==> src/rtl/ba_cmd_arbiter.sv <==
// Multi-bank command arbiter: picks at most one bank command per cycle with
// direction grouping, turnaround bubbles, round-robin fairness and an age override.
module ba_cmd_arbiter #(
  parameter int NUM_BANKS = 4,
  parameter int CMD_W     = 4,
  parameter int ADDR_W    = 14,
  parameter int BA_W      = 3,
  parameter int BURST_MAX = 4,
  parameter int TURN_CYC  = 2,
  parameter int AGE_TH    = 16
) (
  input  logic                          clk,
  input  logic                          rst_n,
  input  logic                          isu_fifo_full,
  input  logic [NUM_BANKS-1:0]          ba_req,
  input  logic [2*NUM_BANKS-1:0]        ba_cls,
  input  logic [CMD_W*NUM_BANKS-1:0]    ba_cmd,
  input  logic [ADDR_W*NUM_BANKS-1:0]   ba_addr,
  output logic [NUM_BANKS-1:0]          ba_grant,
  output logic [NUM_BANKS-1:0]          ba_stall,
  output logic [CMD_W+BA_W+ADDR_W-1:0]  sch_out,
  output logic                          sch_issue,
  output logic                          dbg_state_o,
  output logic                          dbg_mode_o
);
  // Handshake: ba_req[i] is valid, ba_grant[i] is ready; a command transfers in a
  // cycle where both are 1, and the bank holds cls/cmd/addr stable until then.

  typedef enum logic {ST_ARB = 1'b0, ST_TURN = 1'b1} state_e;

  localparam int BC_W = $clog2(BURST_MAX + 1);
  localparam logic [BC_W-1:0] BURST_L = BC_W'(BURST_MAX);
  localparam logic [2:0]      TURN_L  = 3'(TURN_CYC);
  localparam logic [7:0]      AGE_L   = 8'(AGE_TH);
  localparam logic [BA_W-1:0] LAST_L  = BA_W'(NUM_BANKS - 1);

  state_e              state_q, state_d;
  logic                mode_q, mode_d;     // 1 = WRITE, 0 = READ
  logic [BA_W-1:0]     rr_q, rr_d;
  logic [BC_W-1:0]     burst_q, burst_d;
  logic [2:0]          turn_q, turn_d;
  logic [7:0]          age_q [NUM_BANKS];
  logic [7:0]          age_d [NUM_BANKS];
  logic                sch_issue_q;
  logic [CMD_W+BA_W+ADDR_W-1:0] sch_out_q;

  logic [NUM_BANKS-1:0] is_data, same_dir, opp, aged, cand, sel_oh;
  logic                 sel_valid, sel_opp, sel_data, grant_ok;
  logic [BA_W-1:0]      sel_idx;
  logic [CMD_W-1:0]     win_cmd;
  logic [ADDR_W-1:0]    win_addr;

  always_comb begin
    is_data  = '0;
    same_dir = '0;
    opp      = '0;
    aged     = '0;
    for (int i = 0; i < NUM_BANKS; i++) begin
      is_data[i]  = (ba_cls[2*i +: 2] == 2'd1) || (ba_cls[2*i +: 2] == 2'd2);
      same_dir[i] = mode_q ? (ba_cls[2*i +: 2] == 2'd2) : (ba_cls[2*i +: 2] == 2'd1);
      opp[i]      = ba_req[i] && is_data[i] && !same_dir[i];
      aged[i]     = ba_req[i] && (age_q[i] >= AGE_L);
    end
    // Aged banks exclude everyone else, including same-direction traffic.
    cand = (|aged) ? aged : (ba_req & (~is_data | same_dir));
  end

  always_comb begin
    sel_valid = 1'b0;
    sel_idx   = '0;
    sel_oh    = '0;
    for (int k = 0; k < NUM_BANKS; k++) begin
      if (!sel_valid && cand[(int'(rr_q) + k) % NUM_BANKS]) begin
        sel_valid = 1'b1;
        sel_idx   = BA_W'((int'(rr_q) + k) % NUM_BANKS);
        sel_oh[(int'(rr_q) + k) % NUM_BANKS] = 1'b1;
      end
    end
    sel_opp  = |(sel_oh & opp);
    sel_data = |(sel_oh & is_data);
  end

  always_comb begin
    win_cmd  = '0;
    win_addr = '0;
    for (int i = 0; i < NUM_BANKS; i++) begin
      if (sel_oh[i]) begin
        win_cmd  = ba_cmd[i*CMD_W +: CMD_W];
        win_addr = ba_addr[i*ADDR_W +: ADDR_W];
      end
    end
  end

  always_comb begin
    state_d  = state_q;
    mode_d   = mode_q;
    rr_d     = rr_q;
    burst_d  = burst_q;
    turn_d   = turn_q;
    grant_ok = 1'b0;
    case (state_q)
      ST_ARB: begin
        if (!isu_fifo_full) begin
          if (|aged) begin
            if (sel_opp) begin
              state_d = ST_TURN;
              turn_d  = TURN_L;
            end else begin
              grant_ok = sel_valid;
            end
          end else if ((|opp) && (!sel_valid || burst_q == BURST_L)) begin
            // A full burst lets the switch beat a waiting CTRL request.
            state_d = ST_TURN;
            turn_d  = TURN_L;
          end else begin
            grant_ok = sel_valid;
          end
          if (grant_ok) begin
            rr_d = (sel_idx == LAST_L) ? '0 : sel_idx + 1'b1;
            if (sel_data && burst_q != BURST_L) burst_d = burst_q + 1'b1;
          end
        end
      end
      ST_TURN: begin
        if (turn_q <= 3'd1) begin
          state_d = ST_ARB;
          mode_d  = ~mode_q;
          burst_d = '0;
          turn_d  = '0;
        end else begin
          turn_d = turn_q - 3'd1;
        end
      end
      default: state_d = ST_ARB;
    endcase
  end

  assign ba_grant = (rst_n && grant_ok) ? sel_oh : '0;
  assign ba_stall = ba_req & ~ba_grant;

  always_comb begin
    for (int i = 0; i < NUM_BANKS; i++) begin
      if (!ba_req[i] || ba_grant[i]) age_d[i] = 8'd0;
      else if (age_q[i] != 8'hFF)    age_d[i] = age_q[i] + 8'd1;
      else                           age_d[i] = age_q[i];
    end
  end

  always_ff @(posedge clk) begin
    if (!rst_n) begin
      state_q     <= ST_ARB;
      mode_q      <= 1'b1;
      rr_q        <= '0;
      burst_q     <= '0;
      turn_q      <= '0;
      sch_issue_q <= 1'b0;
      sch_out_q   <= '0;
      for (int i = 0; i < NUM_BANKS; i++) age_q[i] <= 8'd0;
    end else begin
      state_q     <= state_d;
      mode_q      <= mode_d;
      rr_q        <= rr_d;
      burst_q     <= burst_d;
      turn_q      <= turn_d;
      sch_issue_q <= |ba_grant;
      if (|ba_grant) sch_out_q <= {win_cmd, sel_idx, win_addr};
      for (int i = 0; i < NUM_BANKS; i++) age_q[i] <= age_d[i];
    end
  end

  assign sch_out     = sch_out_q;
  assign sch_issue   = sch_issue_q;
  assign dbg_state_o = state_q;
  assign dbg_mode_o  = mode_q;

endmodule

==> config.mk <==
export PLATFORM = sky130hd
export DESIGN_NAME = ba_cmd_arbiter
export DESIGN_NICKNAME = d
export VERILOG_FILES = /design/src/rtl/ba_cmd_arbiter.sv
export SDC_FILE = /design/constraint.sdc
export NUM_CORES = 1
export LEC_CHECK = 0
export CORE_MARGIN = 3
export CORE_UTILIZATION = 40
export CTS_BUF_LIST = sky130_fd_sc_hd__clkbuf_4 sky130_fd_sc_hd__clkbuf_8 sky130_fd_sc_hd__clkbuf_16
export DETAILED_ROUTE_END_ITERATION = 10
export PLACE_DENSITY_LB_ADDON = 0.25
export SLEW_MARGIN = 20
export SYNTH_ARGS = -nofsm -noshare
export SYNTH_HDL_FRONTEND = slang
export SYNTH_SLANG_ARGS = --single-unit
export TNS_END_PERCENT = 30
==> constraint.sdc <==
create_clock -name clk -period 6.4 [get_ports clk]
set_input_delay 1.28 -clock clk [delete_from_list [all_inputs] [get_ports clk]]
set_output_delay 1.28 -clock clk [all_outputs]
set_load 0.03 [all_outputs]
==> flow_summary.ini <==
[yosys]
syn_nets = 713
synth_cells = 600
synth-edff-count = 0
synth.distinct_cells = 72
postSynth.asyncResetShare = 0
ys_seq_area_frac = 0.259
synth.avg_cell_area_um2 = 8.12
synthFlopType = dfxtp_1
syn-cell-area_mm2 = 0.00487
synth_seq_cells = 63
yosys_warnings = 0

[final_layout]
fillCellCount = 1101
final_nets = 855
n_antenna_cell = 0
synthToLayoutAreaGrowth_pct = 38.1
drive_gt1_frac = 0.167
stdcell_count = 890

[timing]
fin_tns_setup_ns = 0
hold_violations = 0
slew_headroom = 0.599
post-route-min-period_ns = 6.24
worstMarginPinSlew_ns = 0.599
rsz0062_at_grt = false
holdWs_ns = 0.454
slew_viol_final = 0
setup_viol = 0
clock_skew_ns = 0.00612
fin_crit_sh = 0.975
max_freq_mhz = 160

[setup_path]
critPathTopFamily = compound AO/OA/AOI/OAI gates
cpPeakStageDelay_ns = 0.59
timing.rr.end = sch_out[19]
crit_type = primary input to output port
start_kind = primary input
crit_path_max_fanout = 8
cp-startpoint = ba_cls[2]
cp_slowest_cell = mux4_2
reg2reg_from = age_q[3][7]
cp_num_buf_inv = 5
r2r_cells = 13
cp-end-kind = output port
worst_ep_arrival_time_ns = 4.96
crit_path_cell_trace = clkdlybuf4s50_1, inv_1, ha_1, o2111ai_1, buf_4, o21a_1, mux4_2, o21ai_1, o221ai_2, o41ai_4, nand4_1, buf_4, nor2_1, nor2b_1, buf_4
rrSetupSlack_ns = 2.11
path_common_cell = buf_4
cp.required_ns = 5.12

[routing]
wl_per_cell_um = 17.1
viasPerCell = 5.75
first_iter_violations = 430
num_vias = 5114
drcViolationCount = 0
dr.pass1.iters = 5
ant_nets = 0
routed_wl_um = 15200

[global_routing]
grt_pass1_wl_um = 23500
grt.met3_usage = 0.0472
gr-max-usage-layer = met2
grt_overflow = 0
grt_max_degree = 36
antenna_found_initial = 0
met2_usage = 0.365
grt_usage = 0.219
gr-usage-met1 = 0.280
grt_pass1_vias = 4884

[floorplan]
initial_utilization = 0.418
die_y_um = 116
core_mm2 = 0.0117
std_cell_rows = 39
die_x_um = 116
die-area_mm2 = 0.0135
pin_count = 119

[worst_hold_path]
hold_start = sch_out[14]
worst_hold_path_type = register to register
min_path_cells = 2
whs_endpoint = sch_out[14]

[placement]
port_buffers = 117
dp.cells = 874
place_hpwl_um = 11600
gp_congestion = 0.980

[cts]
clock_sinks = 63
h-tree-depth = 3
cts_root_buf = clkbuf_16
cts.clk_slew.worst_paths_ns = 0.05
insertion_delay_ns = 0.34
hold_buffers = 0
cts_tree = yes
cts.path.max_buffers = 2
cts_buffers = 9

[power_and_ir_drop]
ir_drop_uv = 345
leakagePower_nw = 2.61
powerDensity_mw_per_mm2 = 432

[run]
max_cap_viol_count = 0

[outcome]
status = complete, no violations
-- state kept, by name, indices dropped and copies added (netlist names), named ones only --
name         cells
dbg_state_o      1
sch_issue        1
age_q           32
sch_out         20
turn_q           3
burst_q          3
rr_q             1
dbg_mode_o       1
-- layer usage --
layer	part of all wire	vias to the layer above
met5	0	-
met4	0.021	0
met3	0.062	25
met2	0.49	171
met1	0.43	2441
li1	-	2477
-- synthesized netlist by cell type (all sizes together), types with 8 or more instances --
master,instances,area (um^2)
buf,11,70.1
clkbuf,18,67.6
or2,19,119
nand4,13,81.3
o21ai,24,120
nand3,43,220
mux2i,47,470
nand2,72,275
xor2,8,70.1
nor3,15,86.3
a31o,18,158
dfxtp,63,1260
ha,26,325
inv,37,139
a21oi,19,95.1
nor2,46,173
-- layout make-up --
class                   instances  area [um^2]  area share
clock buffers                  13          268      0.0398
clock inverters                 3         65.1     0.00967
inverters                      38          143      0.0212
multi-input cells             470         3330       0.496
flip-flops and latches         63         1260       0.188
well taps                     143          179      0.0266
repair buffers                160         1480       0.219
-- cells by family after synthesis --
family,Yosys count,share of synthesized area
simple gates,243,0.248
compound gates,133,0.222
buf+inv,67,0.0576
mux,55,0.124
other cells,1,0.000770
flops,63,0.259
xor+xnor,12,0.0216
fa+ha+maj,26,0.0668
-- report_power, final --
group | internal, W | switching, W
clock network | 0.000370 | 0.000172
registers | 0.000451 | 0.0000429
logic | 0.000818 | 0.00105
total | 0.00164 | 0.00126
-- tightest hold or removal path: cells and delay by family (launching register included) --
kind | cells | cell delay (ns)
simple gates | 1 | 0.05
mux | 1 | 0.05
flops | 1 | 0.30
-- placed cells by master (no fill, tap or decap), types with 5 or more instances in the layout --
master / netlist / layout
ha_1: 26 / 26
a21oi_1: 19 / 19
mux2i_1: 47 / 47
o21ai_0: 20 / 20
a31oi_1: 7 / 7
a211oi_1: 7 / 7
nor3_1: 14 / 14
clkdlybuf4s50_1: 0 / 109
nand2_1: 70 / 70
or2_2: 19 / 19
a31o_2: 18 / 18
buf_4: 2 / 49
dfxtp_1: 63 / 63
nor2_1: 46 / 46
clkbuf_16: 0 / 9
and3_1: 7 / 7
nor3b_1: 7 / 7
nor2b_1: 7 / 7
inv_1: 36 / 36
nand3_1: 42 / 42
xor2_1: 8 / 8
o41ai_4: 5 / 5
nand4_1: 13 / 13
-- per-stage QoR --
| stage | util | total power, W | instance area (um^2) | setup slack [ns] |
|---|---|---|---|---|
| after floorplan | - | 0.00176 | 4870 | 0.634 |
| after global placement | 0.548 | 0.00232 | 6390 | 0.00904 |
| after detailed placement | 0.548 | 0.00234 | 6390 | -0.0890 |
| after CTS | 0.576 | 0.00290 | 6720 | 0.187 |
| after global routing | 0.577 | 0.00309 | 6730 | 0.0414 |
| final | 0.577 | 0.00290 | 6730 | 0.160 |
-- how the worst max path moves through the flow --
stage,end,slack [ns],cells after the start
finish,ba_stall[3],0.16,15
floorplan,ba_stall[3],0.63,12
global route,ba_grant[2],0.04,14
global placement,ba_stall[0],0.009,14
CTS,ba_grant[2],0.19,13
detailed placement,ba_grant[2],-0.09,13
-- repair_timing --
action,in CTS,in global routing
resized for setup,2,1
buffers inserted,0,0
cloned,0,0
setup endpoints to repair,2,4
Power figures use the tool's default switching activity.
